===== src/rtl/spi_dac_defs.sv =====
// Shared definitions for the multi-channel SPI DAC driver: FSM encoding,
// frame geometry derivations and a constant-evaluable clog2.
package spi_dac_defs;

    typedef enum logic [1:0] {
        ST_IDLE  = 2'd0,
        ST_SHIFT = 2'd1,
        ST_GAP   = 2'd2,
        ST_DONE  = 2'd3
    } state_t;

    function automatic int clog2(input int n);
        int r;
        r = 32'sd0;
        for (int i = 32'sd0; i < 32'sd31; i++) begin
            if ((32'sd1 << i) < n) begin
                r = i + 32'sd1;
            end
        end
        return r;
    endfunction

    // Counter width that never collapses to zero bits.
    function automatic int cnt_w(input int n);
        return (clog2(n) < 32'sd1) ? 32'sd1 : clog2(n);
    endfunction

    function automatic int frame_w(input int cmd_w, input int data_w);
        return cmd_w + data_w;
    endfunction

    function automatic int t_frame(input int clk_div, input int fw);
        return 32'sd2 * clk_div * fw;
    endfunction

endpackage


===== src/rtl/spi_bit_timer.sv =====
// SCK generator for one SPI frame: a half-period divider plus a bit counter.
// Strobes are phase decodes for the coming CLK edge; qualify them with o_busy.
module spi_bit_timer
    import spi_dac_defs::*;
#(
    parameter int CLK_DIV = 2,
    parameter int FRAME_W = 20
) (
    input  logic CLK,
    input  logic RST,
    input  logic i_start,
    output logic o_busy,
    output logic o_sck,
    output logic o_shift_strobe,
    output logic o_sample_strobe,
    output logic o_last_bit
);

    localparam int PH_W  = cnt_w(32'sd2 * CLK_DIV);
    localparam int BIT_W = cnt_w(FRAME_W);
    localparam logic [PH_W-1:0]  PH_RISE  = PH_W'(CLK_DIV - 32'sd1);
    localparam logic [PH_W-1:0]  PH_END   = PH_W'(32'sd2 * CLK_DIV - 32'sd1);
    localparam logic [BIT_W-1:0] BIT_LAST = BIT_W'(FRAME_W - 32'sd1);

    logic [PH_W-1:0]  r_phase;
    logic [BIT_W-1:0] r_bit;
    logic             r_busy;
    logic             r_sck;

    assign o_busy          = r_busy;
    assign o_sck           = r_sck;
    assign o_sample_strobe = (r_phase == PH_RISE);
    assign o_shift_strobe  = (r_phase == PH_END);
    assign o_last_bit      = (r_bit == BIT_LAST);

    // Phase/bit counters; r_sck is the level for the phase being entered.
    always_ff @(posedge CLK) begin
        if (RST) begin
            r_busy  <= 1'b0;
            r_phase <= '0;
            r_bit   <= '0;
            r_sck   <= 1'b0;
        end else if (i_start) begin
            r_busy  <= 1'b1;
            r_phase <= '0;
            r_bit   <= '0;
            r_sck   <= 1'b0;
        end else if (r_busy) begin
            if (r_phase == PH_END) begin
                r_phase <= '0;
                r_sck   <= 1'b0;
                if (r_bit == BIT_LAST) begin
                    r_busy <= 1'b0;
                    r_bit  <= '0;
                end else begin
                    r_bit <= r_bit + BIT_W'(1);
                end
            end else begin
                r_phase <= r_phase + PH_W'(1);
                r_sck   <= (r_phase >= PH_RISE);
            end
        end else begin
            r_phase <= '0;
            r_sck   <= 1'b0;
        end
    end

endmodule


===== src/rtl/spi_dac_mc.sv =====
// Multi-channel SPI DAC driver: latches a sample vector and sends one
// {channel, sample} frame per channel, capturing MISO into rdata per frame.
module spi_dac_mc
    import spi_dac_defs::*;
#(
    parameter int DATA_W  = 16,
    parameter int N_CH    = 2,
    parameter int CMD_W   = 4,
    parameter int CLK_DIV = 2,
    parameter int CS_GAP  = 2
) (
    input  logic                                  CLK,
    input  logic                                  RST,
    input  logic                                  valid,
    output logic                                  ready,
    input  logic [N_CH*DATA_W-1:0]                value,
    output logic                                  done,
    output logic [frame_w(CMD_W, DATA_W)-1:0]     rdata,
    output logic                                  rvalid,
    output logic                                  CS_n,
    output logic                                  SCK,
    output logic                                  MOSI,
    input  logic                                  MISO
);

    localparam int FRAME_W = frame_w(CMD_W, DATA_W);
    localparam int CH_W    = cnt_w(N_CH);
    localparam int GAP_W   = cnt_w(CS_GAP);
    localparam logic [CH_W-1:0]  CH_LAST  = CH_W'(N_CH - 32'sd1);
    localparam logic [GAP_W-1:0] GAP_LAST = GAP_W'(CS_GAP - 32'sd1);

    state_t              r_state;
    logic [DATA_W-1:0]   r_word [N_CH];
    logic [CH_W-1:0]     r_ch;
    logic [GAP_W-1:0]    r_gap;
    logic [FRAME_W-1:0]  r_tx;
    logic [FRAME_W-1:0]  r_rx;
    logic [FRAME_W-1:0]  r_rdata;
    logic                r_cs_n;
    logic                r_ready;
    logic                r_done;
    logic                r_rvalid;

    logic                w_busy;
    logic                w_sck;
    logic                w_shift;
    logic                w_sample;
    logic                w_last;
    logic                w_accept;
    logic                w_gap_end;
    logic                w_start;
    logic                w_frame_end;
    logic [CH_W-1:0]     w_ch_nxt;

    assign w_accept    = (r_state == ST_IDLE) && r_ready && valid;
    assign w_gap_end   = (r_state == ST_GAP) && (r_gap == GAP_LAST);
    assign w_start     = w_accept || w_gap_end;
    assign w_frame_end = (r_state == ST_SHIFT) && w_busy && w_shift && w_last;
    assign w_ch_nxt    = r_ch + CH_W'(1);

    spi_bit_timer #(
        .CLK_DIV (CLK_DIV),
        .FRAME_W (FRAME_W)
    ) u_timer (
        .CLK             (CLK),
        .RST             (RST),
        .i_start         (w_start),
        .o_busy          (w_busy),
        .o_sck           (w_sck),
        .o_shift_strobe  (w_shift),
        .o_sample_strobe (w_sample),
        .o_last_bit      (w_last)
    );

    // Transfer sequencer; the first gap cycle doubles as the end-of-frame cycle.
    always_ff @(posedge CLK) begin
        if (RST) begin
            r_state  <= ST_IDLE;
            for (int c = 0; c < N_CH; c++) begin
                r_word[c] <= '0;
            end
            r_ch     <= '0;
            r_gap    <= '0;
            r_tx     <= '0;
            r_rx     <= '0;
            r_rdata  <= '0;
            r_cs_n   <= 1'b1;
            r_ready  <= 1'b0;
            r_done   <= 1'b0;
            r_rvalid <= 1'b0;
        end else begin
            r_done   <= 1'b0;
            r_rvalid <= 1'b0;
            case (r_state)
                ST_IDLE: begin
                    if (w_accept) begin
                        for (int c = 0; c < N_CH; c++) begin
                            r_word[c] <= value[c*DATA_W +: DATA_W];
                        end
                        r_ch    <= '0;
                        r_tx    <= {CMD_W'(0), value[DATA_W-1:0]};
                        r_cs_n  <= 1'b0;
                        r_ready <= 1'b0;
                        r_state <= ST_SHIFT;
                    end else begin
                        r_ready <= 1'b1;
                    end
                end
                ST_SHIFT: begin
                    if (w_busy && w_sample) begin
                        r_rx <= {r_rx[FRAME_W-2:0], MISO};
                    end else begin
                        r_rx <= r_rx;
                    end
                    if (w_frame_end) begin
                        r_cs_n   <= 1'b1;
                        r_tx     <= '0;
                        r_rdata  <= r_rx;
                        r_rvalid <= 1'b1;
                        if (r_ch == CH_LAST) begin
                            r_done  <= 1'b1;
                            r_state <= ST_DONE;
                        end else begin
                            r_gap   <= '0;
                            r_state <= ST_GAP;
                        end
                    end else if (w_busy && w_shift) begin
                        r_tx <= {r_tx[FRAME_W-2:0], 1'b0};
                    end else begin
                        r_tx <= r_tx;
                    end
                end
                ST_GAP: begin
                    if (w_gap_end) begin
                        r_ch    <= w_ch_nxt;
                        r_tx    <= {CMD_W'(w_ch_nxt), r_word[w_ch_nxt]};
                        r_cs_n  <= 1'b0;
                        r_state <= ST_SHIFT;
                    end else begin
                        r_gap <= r_gap + GAP_W'(1);
                    end
                end
                ST_DONE: begin
                    r_ready <= 1'b1;
                    r_state <= ST_IDLE;
                end
                default: begin
                    r_cs_n  <= 1'b1;
                    r_tx    <= '0;
                    r_state <= ST_IDLE;
                end
            endcase
        end
    end

    assign ready  = r_ready;
    assign done   = r_done;
    assign rdata  = r_rdata;
    assign rvalid = r_rvalid;
    assign CS_n   = r_cs_n;
    assign SCK    = w_sck;
    assign MOSI   = r_tx[FRAME_W-1];

endmodule


===== config.mk =====
export PLATFORM = sky130hd
export DESIGN_NAME = spi_dac_mc
export DESIGN_NICKNAME = d
export VERILOG_FILES = /design/src/rtl/spi_dac_defs.sv /design/src/rtl/spi_bit_timer.sv /design/src/rtl/spi_dac_mc.sv
export SDC_FILE = /design/constraint.sdc
export NUM_CORES = 1
export LEC_CHECK = 0
export CAP_MARGIN = 20
export CELL_PAD_IN_SITES_DETAIL_PLACEMENT = 1
export CELL_PAD_IN_SITES_GLOBAL_PLACEMENT = 1
export CORE_ASPECT_RATIO = 1.2
export CORE_MARGIN = 10
export CORE_UTILIZATION = 45
export DETAILED_ROUTE_END_ITERATION = 6
export GPL_ROUTABILITY_DRIVEN = 0
export PLACE_DENSITY_LB_ADDON = 0.1
export SLEW_MARGIN = 20
export SYNTH_ARGS = -nofsm -noshare
export SYNTH_HDL_FRONTEND = slang
export SYNTH_SLANG_ARGS = --single-unit

===== constraint.sdc =====
create_clock -name CLK -period 3 [get_ports CLK]
set_input_delay 0.6 -clock CLK [delete_from_list [all_inputs] [get_ports CLK]]
set_output_delay 0.6 -clock CLK [all_outputs]
set_load 0.1 [all_outputs]

# After elaboration in Yosys (flattened, before gate mapping)
# Memories as Yosys holds them, arrays and structs flattened.
# Index checks and enable logic that the tools add are counted.
word_totals:
  register_bits: 77
  ram_bits: 32
  inputBits: 36
  output_inout_bits: 26
  elab_cells: 100
  mem_count: 1
op_classes:
  addsub: 4
  magnitude_cmp: 1
  n_eq_ne: 12
  muxes: 37
  n_bitwise: 5
  n_reduce_logical: 26
memory_table:
  columns: ["memory", "depth", "word_bits", "read_ports", "rd_clocked_by_memory_dff", "wr", "line_no", "rtl"]
  rows:
  - ["r_word", 2, 16, 1, 0, 2, "spi_dac_mc.sv:33", "logic [DATA_W-1:0] r_word [N_CH];"]
op_table:
  columns: ["operator", "count"]
  rows:
  - ["$mux W20", 4]
  - ["$pmux W20 S3", 1]
  - ["$mux W16", 2]
  - ["$mux W1", 21]
  - ["$reduce_and A4 Y1", 3]
  - ["$ne A2 B2 Y1 const B", 5]
  - ["$logic_and A1 B1 Y1", 8]
  - ["$pmux W2 S4", 1]
  - ["$eq A2 B2 Y1 const B", 3]
  - ["$mux W2", 3]
  - ["$pmux W1 S2", 3]
  - ["$reduce_and A2 Y1", 3]
  - ["$reduce_and A3 Y1", 2]
  - ["$reduce_bool A2 Y1", 3]
  - ["$add A5 B1 Y5 const B", 1]
  - ["$eq A5 B5 Y1 const B", 1]
  - ["$mux W5", 1]
  - ["$eq A2 B1 Y1 const B", 2]
  - ["$reduce_or A2 Y1", 2]
  - ["$reduce_or A4 Y1", 1]
  - ["$ne A3 B2 Y1 const B", 1]
  - ["$not A1 Y1", 3]
  - ["$pmux W1 S3", 1]
  - ["$reduce_bool A3 Y1", 1]
  - ["other kinds (7)", 9]

# Logic depth before layout (Yosys ltp)
# Gate-level depths: netlist of the first run.
logic_depth:
  depth_word: 8
  depth_mapped: 8
  mapped_depth_nobuf: 6

# Cells and area by module
# From an unflattened synthesis of the first run, not the netlist that was laid out.
unflattened:
  hier_cells: 480
  hier_area_um2: 4719.5
by_module_without_submodules:
  columns: ["mod", "instances", "cells_each", "area_each_um2", "seq_area_each_um2"]
  rows:
  - ["spi_dac_mc", 1, 433, 4292.9, 2322.2]
  - ["spi_bit_timer", 1, 47, 426.7, 180.2]

# Least setup slack after synthesis of the first run
# No wires, ideal clock.
synth_timing:
  kind: "register to register"
  from: "register r_ready (netlist: ready)"
  to: "memory r_word[0][0] (enable)"
  setup_ps: 394
  t_arrival_ps: 2157
  required_time_ps: 2606
  path_slack_ps: 449
  path_stages_with_launch: 3
  n_path_buf: 0
  synth_period_minus_slack_ps: 2551
  path_cell_list: "dfxtp_1 -> nand3_1 -> nand2b_1"
synth_rtl:
  columns: ["item", "line_no", "rtl"]
  rows:
  - ["from (decl)", "spi_dac_mc.sv:40", "logic r_ready;"]
  - ["from (signal assigned)", "spi_dac_mc.sv:88", "r_ready <= 1'b0;"]
  - ["from (signal assigned)", "spi_dac_mc.sv:103", "r_ready <= 1'b0;"]
  - ["from (signal assigned)", "spi_dac_mc.sv:106", "r_ready <= 1'b1;"]
  - ["to (decl)", "spi_dac_mc.sv:33", null]

# Worst setup path in the final report of the first run
layout_timing:
  from: "register r_state[1]"
  to: "register r_tx[3]"
layout_via:
  elab_chain_len: 6
  word_cells_on_any_way: 16
  classes_between: "eq/ne (5); mux (2); reduce/logical (9)"
layout_lines:
  columns: ["item", "line_no", "rtl"]
  rows:
  - ["from (decl)", "spi_dac_mc.sv:32", "state_t r_state;"]
  - ["from (signal assigned)", "spi_dac_mc.sv:78", "r_state <= ST_IDLE;"]
  - ["from (signal assigned)", "spi_dac_mc.sv:104", "r_state <= ST_SHIFT;"]
  - ["from (signal assigned)", "spi_dac_mc.sv:122", "r_state <= ST_DONE;"]
  - ["$eq A2 B1 Y1", "spi_dac_mc.sv:58, spi_dac_mc.sv:94", null]
  - ["$logic_and A1 B1 Y1 (3 in a row)", "spi_dac_mc.sv:58", "assign w_frame_end = (r_state == ST_SHIFT) && w_busy && w_shift && w_last;"]
  - ["$ne A3 B2 Y1 (no line) / $mux W20 (equally long branches)", null, null]
  - ["$reduce_and A4 Y1 (no line) / $pmux W20 S3 (equally long branches)", null, null]
  - ["to (signal assigned)", "spi_dac_mc.sv:101", "r_tx <= {CMD_W'(0), value[DATA_W-1:0]};"]
  - ["to (signal assigned)", "spi_dac_mc.sv:128", "r_tx <= {r_tx[FRAME_W-2:0], 1'b0};"]
  - ["to (signal assigned)", "spi_dac_mc.sv:130", "r_tx <= r_tx;"]
  - ["to (decl)", "spi_dac_mc.sv:36", "logic [FRAME_W-1:0] r_tx;"]
# Several ways; a longest one is shown, not always the timed one.
# A chain may end at the register's enable or synchronous reset.

==> reports/metrics.yaml, run 1 <==
cap_violations: 0
drt_iter0_markers: 174
dp.cells: 672
syn_area_sq_um: 4760
drc: 0
route.vias.total: 3719
grt_usage_pct: 15.4
initial_utilization_pct: 45.7
antenna_found_initial: 0
hold_violations: 0
ys_seq_area_share_pct: 52.6
diodes: 0
critical_path_required_ps: 3250
port_buffers: 61
fp.dieH_um: 133
cts-resized-gates: 0
seq_area_sq_um: 2500
power_density_nw_per_um2: 783
multi_input_area_sq_um: 2070
rsz0062_at_grt: "no"
cp_top_family: "compound AO/OA/AOI/OAI gates"
cts.clk_slew.worst_paths_ps: 70
cp-end-kind: "flip-flop"
status: "complete, no violations"
die_area_sq_um: 15100
synth_fp_nets: 551
met3_usage_pct: 2.94
fin_nets: 600
worstHoldPathType: "reg2reg"
slowest_delay_ps: 690
grt-ovfl-total: 0
setup_ws_ps: 635
path_buf_inv: 1
h-tree-depth: 3
syn_area_per_cell_sq_um: 9.42
finalPower_mw: 4.48
cts_sinks: 109
fin_setup_tns_ps: 0
ios: 62
cts_tree: "yes"
cts_hold_buf: 0
grt_pass1_vias: 3961
place_ws_ps: 469
post-route-period-util_pct: 78.8
cts_buffer_depth: 2
area_growth_pct: 20.3
core_sq_um: 10400
use_met2_pct: 27.7
worst_ep_arrival_time_ps: 2620
crit_chain: "inv_1 -> ha_1 -> a2111o_1 -> or3_1 -> o32ai_1"
fp-row-count: 41
clock_latency_ps: 350
post_cts_buffers: 0
final_cells: 688
hpwl_um: 7940
routed_wirelength_um: 11400
syn_inst: 505
grt_max_degree: 39
async_flop_share_pct: 0
dr.pass1.iters: 4
final_common_cell: "nand2_1"
synth_flop_cell: "dfxtp_1"
ys_warn_count: 0
synth.distinct_cells: 49
viasPerCell: 5.41
path_max_fanout: 22
grt_pass1_wl_um: 19400
final_cell_mix: "nand2_1, dfxtp_1, a21oi_1"
drv_slew: 0
fmax_ghz: 0.423
p_leak_nw: 2.01
ys_ff_latch: 109
top_usage_layer: "met2"
worstSetupPathType: "reg2reg"
met1_usage_pct: 17.1
tightest_slew_ps: 868
drive_above_1_share_pct: 14.1
synth_edf_count: 32
min_period_ps: 2360
num-fill-cells: 1196
skew_ps: 6.56
cts_root_buffer: "clkbuf_16"
cp_slowest_cell: "a2111o_1"
slew_headroom_pct: 42.1
setup_viol: 0
die_w_um: 114
ir_drop_mv: 0.364
crit_path_start_kind: "flip-flop"
wl_per_cell_um: 16.5
ant_nets: 0
cts_buffers: 9
[per-stage QoR]
step,cell area [sq um],hold WS [ps],utilization [%]
after floorplan,4760,432,-
after global placement,5420,441,52.0
after detailed placement,5420,450,52.0
after CTS,5730,460,55.0
after global routing,5730,478,55.0
final,5730,457,55.0
[routing by layer]
layer / wire length, um / part of all wire [%] / vias up
met5: 0 / 0 / -
met2: 6020 / 53 / 53
li1: - / - / 1843
met1: 4720 / 42 / 1810
met4: 199 / 1.8 / 0
met3: 417 / 3.7 / 13
[cell type report]
cell class	count	share of cell area (%)
Timing Repair Buffer	75	11.5
Tap cell	129	2.82
Multi-Input combinational cell	351	36.1
Clock inverter	7	1.40
Inverter	8	0.524
Sequential cell	109	43.7
Clock buffer	9	3.93
[final timing paths]
path	from	to	slack, ps	depth (start not counted)
min	r_rx[19]$_SDFFE_PP0P_	rdata[19]$_SDFFE_PP0P_	460	2
max reg2reg	r_state[1]$_SDFFE_PP0P_	r_tx[3]$_SDFFE_PP0P_	640	5
max	r_state[1]$_SDFFE_PP0P_	r_tx[3]$_SDFFE_PP0P_	640	5
min reg2reg	r_rx[19]$_SDFFE_PP0P_	rdata[19]$_SDFFE_PP0P_	460	2
[worst min-delay path: cells and delay by family, from the launching register on]
family	cells	cell delay (ps)
flops	1	310
simple gates	1	50
compound gates	1	50
[cell usage after synthesis (2+ instances only)]
cell      instances  area [sq um]
a211oi_1          2          15.0
a21oi_1          71           355
a21oi_2           6          52.6
and2_1           33           206
buf_2            11          55.1
clkbuf_1         23          86.3
dfxtp_1          77          1540
edfxtp_1         32           961
ha_1             10           125
inv_1             8          30.0
mux2_2            2          22.5
mux2i_1          16           160
nand2_1         113           424
nand3_1           4          20.0
nand3b_1          4          30.0
nand4_1           5          31.3
nor2_1           14          52.6
nor2b_1           5          31.3
nor3_1            8          40.0
o21ai_0          19          95.1
o221ai_1          6          52.6
o221ai_2          6          90.1
o32ai_1           2          17.5
o41ai_2           2          32.5
xor2_1            2          17.5
[logic make-up (layout without fill, tap and decap cells)]
logic type / count (synthesis) / count (layout) / synth area share, %
AO/OA/AOI/OAI: 122 / 122 / 16.8
XOR/XNOR: 3 / 3 / 0.552
adder cells (fa/ha/maj): 10 / 10 / 2.63
buffers and inverters: 45 / 99 / 4.10
flip-flops: 109 / 109 / 52.6
multiplexers: 18 / 18 / 3.84
AND/OR/NAND/NOR: 198 / 198 / 19.5
[report_power, final]
group	internal [mW]	switching (mW)
Clock	0.661	0.560
Sequential	1.75	0.126
Combinational	0.505	0.880
Total	2.92	1.57
[flip-flops by register name, indices dropped and copies added (netlist names), 2 cells and up]
| name | cells |
|---|---|
| r_rx | 20 |
| r_state | 2 |
| r_tx | 20 |
| r_word | 32 |
| rdata | 20 |
| u_timer.r_bit | 5 |
| u_timer.r_phase | 2 |
Power figures use the tool's default switching activity.
==> run 2: changes to the inputs <==
--- a/config.mk
+++ b/config.mk
@@ -10,7 +10,7 @@
 export CELL_PAD_IN_SITES_GLOBAL_PLACEMENT = 1
 export CORE_ASPECT_RATIO = 1.2
 export CORE_MARGIN = 10
-export CORE_UTILIZATION = 45
+export CORE_UTILIZATION = 42
 export DETAILED_ROUTE_END_ITERATION = 6
 export GPL_ROUTABILITY_DRIVEN = 0
 export PLACE_DENSITY_LB_ADDON = 0.1
==> constraint.sdc (replaced) <==
create_clock -name CLK -period 2.35 [get_ports CLK]
set_input_delay 0.47 -clock CLK [delete_from_list [all_inputs] [get_ports CLK]]
set_output_delay 0.47 -clock CLK [all_outputs]
set_load 0.1 [all_outputs]
==> run 2 against run 1 <==
Effect of this change:
- count of clock-buffer cells in the layout up 4
- clock power grew 34%
- critical path depth is 1 higher
- non-clock buffer count rose by 5
- largest power group unchanged
==> reports/metrics.yaml, run 2 (synthesis gave the netlist of run 1 again) <==
num-fill-cells: 1263  # +5.6%
ios: 62  # unchanged
worstSetupPathType: "reg2reg"
cts_hold_buf: 0  # unchanged
drv_slew: 0  # unchanged
place_ws_ps: 113  # -356 ps
seq_area_sq_um: 2500  # unchanged
rsz0062_at_grt: "no"
grt_max_degree: 60  # +54%
p_leak_nw: 2.05  # +2.3%
slew_headroom_pct: 62.2  # +20 points
viasPerCell: 5.22  # -3.5%
die_area_sq_um: 16000  # +6.0%
path_max_fanout: 5  # -77%
largest_register_ffs: 32  # unchanged
dr.pass1.iters: 4  # unchanged
ir_drop_mv: 0.392  # +7.6%
die_w_um: 117  # +2.9%
skew_ps: 9.86  # +3.30 ps
fmax_ghz: 0.455  # +7.6%
routed_wirelength_um: 11600  # +2.3%
area_growth_pct: 22.9
crit_chain: "inv_1 -> ha_1 -> a21boi_1 -> a2111o_1 -> or3_1 -> o32ai_1"
critical_path_required_ps: 2570  # -680 ps
fin_setup_tns_ps: 0  # unchanged
regMostFlops: "r_word"
whs_ps: 455  # -1.79 ps
route.vias.total: 3747  # +0.75%
final_cell_mix: "nand2_1, dfxtp_1, a21oi_1"
cts_buffers: 9  # unchanged
initial_utilization_pct: 42.9  # -2.8 points
setup_ws_ps: 151  # -484 ps
cts-resized-gates: 0  # unchanged
min_period_ps: 2200  # -166 ps
grt_pass1_vias: 4109  # +3.7%
core_sq_um: 11100  # +6.5%
drt_iter0_markers: 175  # +0.57%
cts_root_buffer: "clkbuf_16"
grt_usage_pct: 15.1  # -0.29 points
post_cts_buffers: 0  # unchanged
status: "complete, no violations"
cts_sinks: 109  # unchanged
grt_pass1_wl_um: 19600  # +0.93%
setup_viol: 0  # unchanged
grt-ovfl-total: 0  # unchanged
drc: 0  # unchanged
multi_input_area_sq_um: 2070  # +0.12%
cts_tree: "yes"
hpwl_um: 8150  # +2.7%
final_common_cell: "nand2_1"
tightest_slew_ps: 567  # -302 ps
power_density_nw_per_um2: 1010  # +30%
worst_ep_arrival_time_ps: 2420  # -200 ps
cap_violations: 0  # unchanged
ant_nets: 0  # unchanged
cp_slowest_cell: "a2111o_1"
fp.dieH_um: 137  # +3.0%
port_buffers: 61  # unchanged
antenna_found_initial: 0  # unchanged
fin_nets: 605  # +0.83%
clock_latency_ps: 350  # about the same
h-tree-depth: 3  # unchanged
cts.clk_slew.worst_paths_ps: 80  # about the same
cp-end-kind: "flip-flop"
wl_per_cell_um: 16.2  # -2.0%
slowest_delay_ps: 510  # -180 ps
path_buf_inv: 1  # unchanged
worstHoldPathType: "reg2reg"
rrSetupSlack_ps: 150  # -480 ps
cp_top_family: "compound AO/OA/AOI/OAI gates"
post-route-period-util_pct: 93.6  # +15 points
fp-row-count: 42  # +2.4%
cts_buffer_depth: 2  # unchanged
crit_path_start_kind: "flip-flop"
drive_above_1_share_pct: 14.9  # +0.76 points
diodes: 0  # unchanged
hold_violations: 0  # unchanged
## run 2: cell types whose count changed in the layout (fill, tap and decap cells not counted)
| cell | change |
|---|---|
| buf_12 | +3 |
| buf_4 | +2 |
| clkbuf_1 | +1 |
| clkbuf_16 | +1 |
| clkbuf_8 | +2 |
| clkinv_2 | +2 |
| clkinv_4 | -2 |
| inv_4 | -2 |
| inv_6 | -1 |
| inv_8 | -1 |
| nand2b_1 | -1 |
| nand2b_2 | +1 |
## run 2: area by class of cell
class                   instances  area share (%)
clock buffers                  13            4.81
clock inverters                 3           0.684
inverters                       8           0.513
multi-input cells             351            35.4
flip-flops and latches        109            42.8
well taps                     154            3.29
repair buffers                 80            12.5
## run 2: report_power, final
part           switching [mW]  internal, mW
clock network           0.680         0.948
logic                    1.18         0.740
registers               0.153          2.24
total                    2.01          3.92
## run 2: path summary, 6_finish.rpt
| kind | to | cells after the start | startpoint |
|---|---|---|---|
| max | r_tx[3]$_SDFFE_PP0P_ | 6 | r_state[0]$_SDFFE_PP0P_ |
| min | rdata[11]$_SDFFE_PP0P_ | 2 | rdata[11]$_SDFFE_PP0P_ |
| max reg2reg | r_tx[3]$_SDFFE_PP0P_ | 6 | r_state[0]$_SDFFE_PP0P_ |
| min reg2reg | rdata[11]$_SDFFE_PP0P_ | 2 | rdata[11]$_SDFFE_PP0P_ |
## run 2: worst register-to-register path, stage by stage, from the launching register on
cell,delay (ps)
dfxtp_1,420
inv_1,120
ha_1,260
a21boi_1,200
a2111o_1,510
or3_1,390
o32ai_1,190
## run 2: metal layers
| metal | vias to the layer above | routed length [um] | global-route usage (%) |
|---|---|---|---|
| met5 | - | 0 | 0 |
| met4 | 0 | 110 | 4.47 |
| met3 | 8 | 411 | 3.42 |
| met2 | 48 | 6330 | 28.7 |
| met1 | 1840 | 4770 | 16.1 |
| li1 | 1851 | - | - |
## run 2: stage by stage
step | total power [mW] | cell area [sq um] | util [%] | cells
finish | 5.93 | 5850 | 52.8 | 718
global route | 6.30 | 5850 | 52.8 | 718
CTS | 6.00 | 5850 | 52.8 | 718
detailed placement | 4.36 | 5530 | 49.9 | 702
global placement | 4.28 | 5530 | 49.9 | 702
floorplan | 3.73 | 4760 | - | 505
==> run 3: changes to the inputs <==
--- a/config.mk
+++ b/config.mk
@@ -5,7 +5,7 @@
 export SDC_FILE = /design/constraint.sdc
 export NUM_CORES = 1
 export LEC_CHECK = 0
-export CAP_MARGIN = 20
+export CAP_MARGIN = 40
 export CELL_PAD_IN_SITES_DETAIL_PLACEMENT = 1
 export CELL_PAD_IN_SITES_GLOBAL_PLACEMENT = 1
 export CORE_ASPECT_RATIO = 1.2
==> results of run 3 <==
Same layout as run 2: the final DEF is identical, and so are final timing and power.
